`src/rtl/rule_access_arb.sv`:
```
// Round-robin arbiter giving clients A and B single-outstanding access to a rule table, plus a zeroing sweep on clear.
// Grant to downstream request takes 1 cycle and downstream ack to client ack takes 1 cycle; a client stalls until it is acked.
module rule_access_arb #(
  parameter int TUPLE_WIDTH = 104,
  parameter int ADDR_BITS   = 5,
  parameter int TIMEOUT     = 64
) (
  input  logic                   clk,
  input  logic                   resetn,
  input  logic                   a_req,
  input  logic                   b_req,
  input  logic                   a_wr,
  input  logic                   b_wr,
  input  logic [ADDR_BITS-1:0]   a_addr,
  input  logic [ADDR_BITS-1:0]   b_addr,
  input  logic [TUPLE_WIDTH-1:0] a_rule,
  input  logic [TUPLE_WIDTH-1:0] a_mask,
  input  logic [TUPLE_WIDTH-1:0] b_rule,
  input  logic [TUPLE_WIDTH-1:0] b_mask,
  output logic                   a_ack,
  output logic                   b_ack,
  output logic                   a_err,
  output logic                   b_err,
  output logic [TUPLE_WIDTH-1:0] rd_rule,
  output logic [TUPLE_WIDTH-1:0] rd_mask,
  input  logic                   clear_req,
  output logic                   clear_busy,
  output logic                   rule_wr_req,
  output logic [ADDR_BITS-1:0]   rule_wr_addr,
  output logic [TUPLE_WIDTH-1:0] rule_wr,
  output logic [TUPLE_WIDTH-1:0] rule_wr_mask,
  input  logic                   rule_wr_ack,
  output logic                   rule_rd_req,
  output logic [ADDR_BITS-1:0]   rule_rd_addr,
  input  logic [TUPLE_WIDTH-1:0] rule_rd_in,
  input  logic [TUPLE_WIDTH-1:0] rule_rd_mask_in,
  input  logic                   rule_rd_ack
);

  typedef enum logic [2:0] {S_IDLE, S_ISSUE, S_WAIT, S_CLR_ISSUE, S_CLR_WAIT} state_t;
  localparam logic [7:0] TO_LAST = 8'(TIMEOUT - 1);

  state_t                 r_state, w_state_nxt;
  logic                   r_wr, r_gnt_b, r_last_b, r_clr_pend;
  logic [ADDR_BITS-1:0]   r_addr, r_clr_cnt;
  logic [TUPLE_WIDTH-1:0] r_rule, r_mask, r_rd_rule, r_rd_mask;
  logic [7:0]             r_to_cnt;
  logic                   r_a_ack, r_b_ack, r_a_err, r_b_err;
  logic                   w_in_clr, w_a_want, w_b_want, w_tmo;
  logic                   w_grant, w_grant_b, w_done, w_done_ok, w_clr_step, w_clr_last;
  logic                   w_wr_req, w_rd_req;

  assign w_in_clr = (r_state == S_CLR_ISSUE) || (r_state == S_CLR_WAIT);
  // A client still sees its own ack this cycle and has not yet dropped req; don't re-grant it.
  assign w_a_want = a_req & ~r_a_ack;
  assign w_b_want = b_req & ~r_b_ack;
  assign w_tmo    = (r_to_cnt == TO_LAST);

  always_ff @(posedge clk or negedge resetn) begin
    if (!resetn) r_state <= S_IDLE;
    else         r_state <= w_state_nxt;
  end

  always_comb begin
    w_state_nxt = r_state;
    w_grant     = 1'b0;
    w_grant_b   = 1'b0;
    w_done      = 1'b0;
    w_done_ok   = 1'b0;
    w_clr_step  = 1'b0;
    w_clr_last  = 1'b0;
    w_wr_req    = 1'b0;
    w_rd_req    = 1'b0;
    case (r_state)
      S_IDLE: begin
        if (r_clr_pend || clear_req) begin
          w_state_nxt = S_CLR_ISSUE;
        end else if (w_a_want || w_b_want) begin
          w_grant     = 1'b1;
          w_grant_b   = w_b_want && (!w_a_want || !r_last_b);
          w_state_nxt = S_ISSUE;
        end
      end
      S_ISSUE: begin
        w_wr_req    = r_wr;
        w_rd_req    = ~r_wr;
        w_state_nxt = S_WAIT;
      end
      S_WAIT: begin
        if (r_wr ? rule_wr_ack : rule_rd_ack) begin
          w_done      = 1'b1;
          w_done_ok   = 1'b1;
          w_state_nxt = S_IDLE;
        end else if (w_tmo) begin
          w_done      = 1'b1;
          w_state_nxt = S_IDLE;
        end
      end
      S_CLR_ISSUE: begin
        w_wr_req    = 1'b1;
        w_state_nxt = S_CLR_WAIT;
      end
      S_CLR_WAIT: begin
        if (rule_wr_ack || w_tmo) begin
          w_clr_step  = 1'b1;
          w_clr_last  = (r_clr_cnt == '1);
          w_state_nxt = w_clr_last ? S_IDLE : S_CLR_ISSUE;
        end
      end
      default: w_state_nxt = S_IDLE;
    endcase
  end

  always_ff @(posedge clk or negedge resetn) begin
    if (!resetn) begin
      r_wr       <= 1'b0;
      r_gnt_b    <= 1'b0;
      r_last_b   <= 1'b1;
      r_clr_pend <= 1'b0;
      r_addr     <= '0;
      r_clr_cnt  <= '0;
      r_rule     <= '0;
      r_mask     <= '0;
      r_rd_rule  <= '0;
      r_rd_mask  <= '0;
      r_to_cnt   <= '0;
      r_a_ack    <= 1'b0;
      r_b_ack    <= 1'b0;
      r_a_err    <= 1'b0;
      r_b_err    <= 1'b0;
    end else begin
      if (w_grant) begin
        r_gnt_b <= w_grant_b;
        r_wr    <= w_grant_b ? b_wr   : a_wr;
        r_addr  <= w_grant_b ? b_addr : a_addr;
        r_rule  <= w_grant_b ? b_rule : a_rule;
        r_mask  <= w_grant_b ? b_mask : a_mask;
      end
      if ((r_state == S_ISSUE) || (r_state == S_CLR_ISSUE)) r_to_cnt <= '0;
      else if ((r_state == S_WAIT) || (r_state == S_CLR_WAIT)) r_to_cnt <= r_to_cnt + 8'd1;
      r_a_ack <= w_done & ~r_gnt_b;
      r_b_ack <= w_done &  r_gnt_b;
      r_a_err <= w_done & ~w_done_ok & ~r_gnt_b;
      r_b_err <= w_done & ~w_done_ok &  r_gnt_b;
      if (w_done_ok && !r_wr) begin
        r_rd_rule <= rule_rd_in;
        r_rd_mask <= rule_rd_mask_in;
      end
      if (w_done) r_last_b <= r_gnt_b;
      if (w_clr_step) r_clr_cnt <= r_clr_cnt + 1'b1;
      // A clear arriving mid-sweep is folded into the sweep already running.
      if (clear_req && !w_in_clr) r_clr_pend <= 1'b1;
      else if (w_clr_last)        r_clr_pend <= 1'b0;
    end
  end

  assign a_ack        = r_a_ack;
  assign b_ack        = r_b_ack;
  assign a_err        = r_a_err;
  assign b_err        = r_b_err;
  assign rd_rule      = r_rd_rule;
  assign rd_mask      = r_rd_mask;
  assign clear_busy   = r_clr_pend;
  assign rule_wr_req  = w_wr_req;
  assign rule_rd_req  = w_rd_req;
  assign rule_wr_addr = w_in_clr ? r_clr_cnt : r_addr;
  assign rule_wr      = w_in_clr ? '0 : r_rule;
  assign rule_wr_mask = w_in_clr ? '0 : r_mask;
  assign rule_rd_addr = r_addr;

endmodule

```
`config.mk`:
```
export PLATFORM = sky130hd
export DESIGN_NAME = rule_access_arb
export DESIGN_NICKNAME = d
export VERILOG_FILES = /design/src/rtl/rule_access_arb.sv
export SDC_FILE = /design/constraint.sdc
export NUM_CORES = 1
export LEC_CHECK = 0
export BUFFER_PORTS_ARGS = -buffer_cell sky130_fd_sc_hd__buf_4
export CAP_MARGIN = 20
export CORE_AREA = 3 3 423 425
export CTS_CLUSTER_DIAMETER = 100
export DETAILED_ROUTE_END_ITERATION = 10
export DIE_AREA = 0 0 426 428
export HOLD_SLACK_MARGIN = 0.12
export MAX_ROUTING_LAYER = met4
export SLEW_MARGIN = 20
export SYNTH_ARGS = -nofsm -noshare
export SYNTH_HDL_FRONTEND = slang
export SYNTH_SLANG_ARGS = --single-unit
```
`constraint.sdc`:
```
create_clock -name clk -period 5.9 [get_ports clk]
set_input_delay 1.18 -clock clk [delete_from_list [all_inputs] [get_ports clk]]
set_output_delay 1.18 -clock clk [all_outputs]
set_load 0.02 [all_outputs]
```
Word level (Yosys, flattened, before mapping):

Cells that the tools add are included.

* bits in registers: 445
* input bits: 643
* output and inout bits: 433
* logic and storage cells: 93

* add/subtract/negate cells: 2
* equality and inequality tests: 9
* muxes and demuxes: 36
* bitwise operators: 12
* reductions and logical operators: 18

Operators with widths (number)
* 104-bit two-way mux: 4
* 1-bit two-way mux: 20
* 8-bit two-way mux: 2
* 3-bit two-way mux: 5
* 3-bit one-hot mux with 5 select lines: 1
* 5-bit two-way mux: 2
* 8-bit by 1-bit adder with 8-bit output, second input constant: 1
* 8-bit by 6-bit equality test with 1-bit output, second input constant: 1
* 1-bit AND: 7
* 1-bit logical OR: 7
* 3-bit by 2-bit equality test with 1-bit output, second input constant: 2
* 3-bit inequality test, second input constant: 2
* 5-bit by 1-bit adder with 5-bit output, second input constant: 1
* 5-bit equality test, second input constant: 1
* 1-bit NOT: 5
* 1-bit zero test: 4
* 2-bit nonzero test: 2
* 3-bit by 1-bit equality test with 1-bit output, second input constant: 1
* 3-bit equality test, second input constant: 1
* 1-bit logical AND: 3
* 3-bit zero test: 1
* 3-bit AND reduction: 1
* 2-bit two-way mux: 1
* 2-bit by 1-bit inequality test with 1-bit output, second input constant: 1
* 1-bit one-hot mux with 2 select lines: 1

Depth between registers and ports, before layout:

Gate-level depths: netlist (run 1).

* word-level depth: 9
* mapped depth: 8
* depth with buffers taken out: 6

Least setup slack after synthesis (run 1):

No wires, ideal clock.

* kind: register -> output
* start: reg r_state[2]
* end: out rule_wr[100]
* data arrival time: 1.713 ns
* data required time: 4.720 ns
* slack: 3.007 ns
* stages on the path, launching flop included: 7
* path buffers: 3
* cell sequence: dfrtp_1 -> clkbuf_1 -> nor3b_1 -> a21oi_1 -> clkbuf_1 -> clkbuf_1 -> and2_1

* cells in the longest elaborated chain, start to end: 3
* elaborated cells on any way between the ends: 4
* those cells by class: eq/ne (2); mux (1); reduce/logical (1)

RTL lines
* from (decl): line 43 `state_t r_state, w_state_nxt;`
* from (signal assigned): line 61 `else r_state <= w_state_nxt;`
* 3-bit by 2-bit equality test with 1-bit output or 3-bit equality test (tied branches): line 53 `assign w_in_clr = (r_state == S_CLR_ISSUE) || (r_state == S_CLR_WAIT);`
* 1-bit logical OR (*): line 53
* 104-bit two-way mux (*): line 167 `assign rule_wr = w_in_clr ? '0 : r_rule;`
* to (decl): line 30 `output logic [TUPLE_WIDTH-1:0] rule_wr,`

Mark *: on every way between the ends. The rest lies on a longest branch, timed or not.

Final worst setup path (run 1):

* start: reg r_state[1]
* end: out rule_wr_addr[1]

* cells in the longest elaborated chain, start to end: 3
* elaborated cells on any way between the ends: 4
* those cells by class: eq/ne (2); mux (1); reduce/logical (1)

RTL lines
* 3-bit by 2-bit equality test with 1-bit output or 3-bit equality test (tied branches): line 53
* 1-bit logical OR (*): line 53
* 5-bit two-way mux (*): line 166 `assign rule_wr_addr = w_in_clr ? r_clr_cnt : r_addr;`
* to (decl): line 29 `output logic [ADDR_BITS-1:0] rule_wr_addr,`

Marks and branches as above.

==> summary.md, run 1 <==
| Metric | Value |
|---|---|
| Routed via count | `17.8k` |
| Crit end category | `output port` |
| Placeable Area | `176000 sq um` |
| Max Slew Vio Count | `0` |
| RSZ-0062 raised after global routing | `false` |
| Yosys reg bits | `445` |
| Cells resized by post-CTS repair | `0` |
| Mean Syn Cell Area | `11.5 sq um` |
| Fin cells | `5196` |
| DRC violations left | `0` |
| R2R Path Start | `r_state[2]` |
| Max FO, Critical Path | `35` |
| Die area | `182000 sq um` |
| Final worst-path cycle share | `82.6%` |
| Largest net degree at the start of global routing | `159` |
| Fmax | `205 MHz` |
| Total Power | `0.0178 W` |
| Worst setup path startpoint | `r_state[1]` |
| Final clock skew | `67.2 ps` |
| Yosys warns | `0` |
| Leakage Power | `15.3 nW` |
| Standard-cell rows | `154` |
| CTS tree | `built` |
| First-pass GRT wire length | `153000 um` |
| CTS buffer count | `59` |
| VDD IR max | `0.309 mV` |
| DRT antenna net count | `0` |
| Most frequent cells in the layout | `buf_4, dfrtp_1, nor2_1` |
| Clock Latency Late Sink | `680 ps` |
| Vias per cell | `3.43` |
| Tightest Pin Transition | `1070 ps` |
| Maxcap violations | `0` |
| GR Overflow Total | `0` |
| Reg2Reg Capture Point | `rd_mask[42]` |
| Longest Clk Path Bufs | `3` |
| Yosys cell types | `45` |
| Cell Area, Synth | `20200 sq um` |
| Worst-path clk slew | `60 ps` |
| Root Driver | `clkbuf_16` |
| Max-Slew Margin vs Limit | `28.5%` |
| Critical Path AT | `3690 ps` |
| Synthesized instance count | `1757` |
| Clock Sinks | `445` |
| Vias in the first global route | `18.2k` |
| H-tree levels | `2` |
| Initial Util | `11.5%` |
| Asr flop ratio synth | `100%` |
| Seq/Total Area, Yosys | `55.0%` |
| # port buffers | `1075` |
| DRT Pass-1 Iters | `4` |
| Commonest non-fill, non-tap cell in the layout | `buf_4` |
| P&R area growth vs syn | `63.8%` |
| DP HPWL | `95800 um` |
| Crit Path Class | `reg -> out` |
| Setup bufs post-CTS | `0` |
| Tmin final | `4870 ps` |
| # IOs | `1076` |
| Register-to-Register Path Depth | `5` |
| Finish-stage setup viols | `0` |
| Hold_buf cts | `0` |
| Global-route usage over all layers | `12.4%` |
| DR iter-0 viols | `1049` |
| WL/cell | `22.1 um` |
| Fraction of layout cells with a size suffix above 1 | `50.0%` |
| Die Y | `428 um` |
| Number of flops mapped to enable cells by yosys | `0` |
| Hold depth | `1` |
| Status | `completed` |
| Power density over the cells | `535 nW/um^2` |
| Final Hold Fails | `0` |
| Setup_tns | `0 ps` |
| Tightest Hold Check Type | `reg -> reg` |
| Critical path required time | `4720 ps` |
| R2R setup slack | `2360 ps` |
| Worst Setup EP | `rule_wr_addr[1]` |
| DRT Wirelength | `115000 um` |
| Ys flop type | `dfrtp_1` |
| Fin nets | `3436` |
| Placed Cells | `5069` |
| Initial antenna violation count | `48` |
| Die width | `426 um` |
| Startpoint types | `flop` |
| Gpl congestion | `0.969` |
| Net count after synthesis | `2403` |
==> state kept, by name, summed over array words and instances, names as in the netlist <==
signal,flops
rd_rule,104
r_state,3
r_to_cnt,8
r_clr_cnt,5
r_rule,104
clear_busy,1
r_mask,104
r_last_b,1
r_gnt_b,1
rule_rd_addr,5
b_err,1
a_err,1
r_wr,1
b_ack,1
a_ack,1
rd_mask,104
==> final cells by class <==
cell class	count	area (sq um)
fill	19400	143000
sequential	445	11100
multi-input combinational	1179	8520
timing repair buffer	1100	8380
tap	2340	2930
clock buffer	88	1760
clock inverter	23	399
antenna	16	40.0
inverter	5	18.8
==> worst min path at each step <==
stage	end	start	slack (ps)
final	a_ack	r_gnt_b	490
after global routing	r_clr_cnt[3]	r_clr_cnt[3]	500
after CTS	a_ack	r_gnt_b	490
after detailed placement	a_ack	r_gnt_b	470
after global placement	a_ack	r_gnt_b	460
after floorplan	a_ack	r_gnt_b	430
==> metal layers <==
metal	vias up	track usage [%]	wire length, um
met5	-	-	0
met4	0	2.73	2220
met3	103	3.09	8040
met2	685	20.9	57300
met1	8926	15.0	47500
li1	8129	-	-
==> through the flow <==
step | hold WS, ps | setup WS [ps] | cell area, sq um | util [%]
2_1_floorplan | 432 | 3010 | 20200 | -
3_3_place_gp | 465 | 1820 | 31000 | 17.6
3_5_place_dp | 474 | 1710 | 31000 | 17.6
4_1_cts | 487 | 918 | 33100 | 18.9
5_1_grt | 502 | 792 | 33200 | 18.9
6_report | 491 | 1030 | 33200 | 18.9
==> synth_stat cells, types with 2 or more instances <==
cell      count  share of area, %
nor2_1      227               4.2
o21ai_0       4             0.099
and3_1        6              0.19
clkbuf_1     35              0.65
ha_1          3              0.19
nand3b_1      2             0.074
a221o_1       2             0.099
mux2i_1     218                11
nand2b_1      4              0.12
o31ai_1       4              0.15
buf_4         3              0.11
a22o_1        2             0.087
and2_1      209               6.5
inv_1         5             0.093
nand4b_1      3              0.13
buf_2        88               2.2
nand3_1       7              0.17
nor3b_1       2             0.074
mux2_2      216                12
nor3_1        4             0.099
a222oi_1      3              0.15
xor2_1        4              0.17
a21oi_1     217               5.4
nor2b_1       7              0.22
dfrtp_1     444                55
o211ai_1      3              0.11
nand2_1      16              0.30
buf_1         2             0.037
==> power by group <==
group	internal, W	switching, W	total [W]	leakage (nW)
clock	0.00242	0.00152	0.00394	1.06
sequential	0.00427	0.00113	0.00540	5.36
combinational	0.00377	0.00464	0.00841	8.84
total	0.0105	0.00729	0.0178	15.3
==> critical path, cell delays in order, from the launching register on <==
cell	delay (ps)
dfrtp_1	910
nor3b_1	270
a21oi_4	830
buf_4	430
mux2_2	380
buf_4	160
==> kinds of logic (layout without fill, tap and decap cells) <==
kind of cell / after synthesis / after routing / share of synthesized area, %
flops: 445 / 445 / 55.0
fa+ha+maj: 3 / 3 / 0.185
other cells: 0 / 16 / 0
simple gates: 492 / 492 / 12.2
compound gates: 245 / 245 / 6.53
mux: 434 / 434 / 22.8
buf+inv: 133 / 1216 / 3.07
xor+xnor: 5 / 5 / 0.216
No activity file was read; power rests on OpenSTA's default activity.
==> inputs of run 2 (changes only) <==
- ABC_AREA: not set -> 1
- CORE_AREA: 3 3 423 425 -> 3 3 417 419
- DIE_AREA: 0 0 426 428 -> 0 0 420 422
- clock period: 5.9 -> 4.2 ns (I/O delays scaled with it)
==> run 2 against run 1 <==
Worst hold slack got worse by 350 ps; cell count rose by 23%; clock power rose by 41%; non-clock buffer count rose by 10; cell area rose by 4.4%; clock-buffer cell count fell by 14; routed wire length rose by 9.2%; critical path type unchanged; largest power group unchanged.
==> summary.md, run 2 <==
| Metric | Value |
|---|---|
| Status | `completed` |
| Critical path required time | `3360 ps` |
| Worst Setup EP | `rule_wr_addr[3]` |
| Final clock skew | `42.0 ps` |
| Die width | `420 um` |
| DRT Wirelength | `126000 um` |
| Power density over the cells | `596 nW/um^2` |
| R2R Path Start | `r_state[1]` |
| Final Hold Fails | `0` |
| Net count after synthesis | `3754` |
| Die area | `177000 sq um` |
| Maxcap violations | `0` |
| RSZ-0062 raised after global routing | `false` |
| Final worst-path cycle share | `88.8%` |
| Longest Clk Path Bufs | `3` |
| R2R setup slack | `1530 ps` |
| Critical Path AT | `2890 ps` |
| Worst setup path startpoint | `r_state[1]` |
| Initial antenna violation count | `23` |
| Finish-stage setup viols | `0` |
| Global-route usage over all layers | `14.0%` |
| Seq/Total Area, Yosys | `50.8%` |
| Tmin final | `3730 ps` |
| Final setup margin | `470 ps` |
| DR iter-0 viols | `1668` |
| Initial Util | `12.8%` |
| Root Driver | `clkbuf_16` |
| Max FO, Critical Path | `21` |
| CTS tree | `built` |
| Fraction of layout cells with a size suffix above 1 | `29.6%` |
| Asr flop ratio synth | `100%` |
| Total Power | `0.0207 W` |
| # IOs | `1076` |
| Cells along the critical path | `nor2_1 -> nand2_1 -> nand2_4 -> inv_1 -> o21ai_0 -> buf_4` |
| Max Slew Vio Count | `0` |
| Max-Slew Margin vs Limit | `30.3%` |
| Worst hold slack | `139 ps` |
| Vias in the first global route | `23.7k` |
| Most numerous cell in the Yosys netlist | `nand2_1` |
| Startpoint types | `flop` |
| Tightest Hold Check Type | `in -> async` |
| P&R area growth vs syn | `57.9%` |
| VDD IR max | `0.433 mV` |
| Setup bufs post-CTS | `0` |
| Routed via count | `23.6k` |
| Die Y | `422 um` |
| Register-to-Register Path Depth | `8` |
| CTS buffer count | `60` |
| Yosys cell types | `24` |
| Mean Syn Cell Area | `7.06 sq um` |
| Fillers | `19.2k` |
| Yosys reg bits | `445` |
| Crit Path Class | `reg -> out` |
| WL/cell | `19.7 um` |
| DRT Pass-1 Iters | `7` |
| Most instantiated cells after synthesis | `nand2_1, dfrtp_1, inv_1` |
| Crit end category | `output port` |
| Ys flop type | `dfrtp_1` |
| Fmax | `268 MHz` |
| # port buffers | `1075` |
| Number of flops mapped to enable cells by yosys | `0` |
| Reg2Reg Capture Point | `r_mask[102]` |
| Synthesized instance count | `3108` |
| Critical path's slowest cell | `o21ai_0` |
| DRC violations left | `0` |
| Worst-path clk slew | `70 ps` |
| Tightest Pin Transition | `1050 ps` |
| Setup_tns | `0 ps` |
| DRT antenna net count | `0` |
| Crit path largest cell delay | `670 ps` |
| Synth top area cells | `dfrtp_1, nand2_1, inv_1` |
| Placeable Area | `171000 sq um` |
| Largest net degree at the start of global routing | `128` |
| Fin nets | `4742` |
| H-tree levels | `2` |
| Commonest non-fill, non-tap cell in the layout | `nand2_1` |
| DP HPWL | `101000 um` |
| Yosys warns | `0` |
| Yosys top cell area share | `50.7%` |
| Post-layout util | `20.3%` |
| First-pass GRT wire length | `175000 um` |
| Worst slack, placed | `983 ps` |
| Vias per cell | `3.70` |
| GR Overflow Total | `0` |
| Hold_buf cts | `0` |
| Standard-cell rows | `152` |
| Gpl congestion | `0.925` |
| Leakage Power | `19.1 nW` |
| Cells resized by post-CTS repair | `0` |
| Post-synth top area cell | `dfrtp_1` |
| Clock Sinks | `445` |
| Cell Area, Synth | `21900 sq um` |
| Clock Latency Late Sink | `680 ps` |
| Most frequent cells in the layout | `nand2_1, buf_4, dfrtp_1` |
-- run 2: critical path, delay by kind of cell, from the launching register on --
family,cells,cell delay (ps)
AOI/OAI and AO/OA,1,670
DFF,1,410
and+or+nand+nor,3,660
buffers and inverters,2,520
-- run 2: worst min path at each step --
stage / startpoint / to / slack, ps / cells past startpoint
floorplan: r_gnt_b / a_ack / 420 / 1
global placement: r_gnt_b / a_ack / 430 / 1
detailed placement: r_gnt_b / a_ack / 460 / 1
CTS: resetn / rd_rule[33] / 120 / 1
global route: resetn / rd_rule[33] / 130 / 1
finish: resetn / rd_rule[33] / 140 / 1
-- run 2: where the power goes --
group / leakage (nW) / total (W) / internal (W) / switching, W
Sequential: 5.73 / 0.00640 / 0.00560 / 0.000801
Clock: 1.04 / 0.00556 / 0.00333 / 0.00224
Combinational: 12.3 / 0.00869 / 0.00310 / 0.00559
-- run 2: cells by family (layout without fill, tap and decap cells) --
| family | Yosys count | count (layout) | synth area share [%] |
|---|---|---|---|
| other cells | 0 | 11 | 0 |
| fa+ha+maj | 3 | 3 | 0.171 |
| simple gates | 1798 | 1798 | 32.2 |
| compound gates | 228 | 228 | 5.23 |
| flops | 445 | 445 | 50.8 |
| buf+inv | 630 | 1663 | 11.5 |
| xor+xnor | 4 | 4 | 0.160 |
-- run 2: cell type report --
class | count | area (sq um) | area share [%]
Tap cell | 2233 | 2790 | 8.07
Antenna cell | 11 | 27.5 | 0.0795
Sequential cell | 445 | 11100 | 32.2
Multi-Input combinational cell | 2033 | 8330 | 24.1
Timing Repair Buffer | 1110 | 8500 | 24.6
Clock inverter | 33 | 480 | 1.39
Clock buffer | 74 | 1660 | 4.81
Inverter | 446 | 1690 | 4.88
-- run 2: per-stage QoR --
| stage | instance area [sq um] | std cells |
|---|---|---|
| after floorplan | 21900 | 3108 |
| after global routing | 34600 | 6384 |
| after global placement | 32500 | 6267 |
| after detailed placement | 32500 | 6267 |
| after CTS | 34600 | 6374 |
| final | 34600 | 6385 |
-- run 2: routing by layer --
| layer | up-vias | wire (um) | global-route usage (%) |
|---|---|---|---|
| li1 | 11300 | - | - |
| met1 | 11400 | 53200 | 17.3 |
| met2 | 855 | 59400 | 22.4 |
| met3 | 143 | 9110 | 3.63 |
| met4 | 0 | 3820 | 4.18 |
| met5 | - | 0 | - |
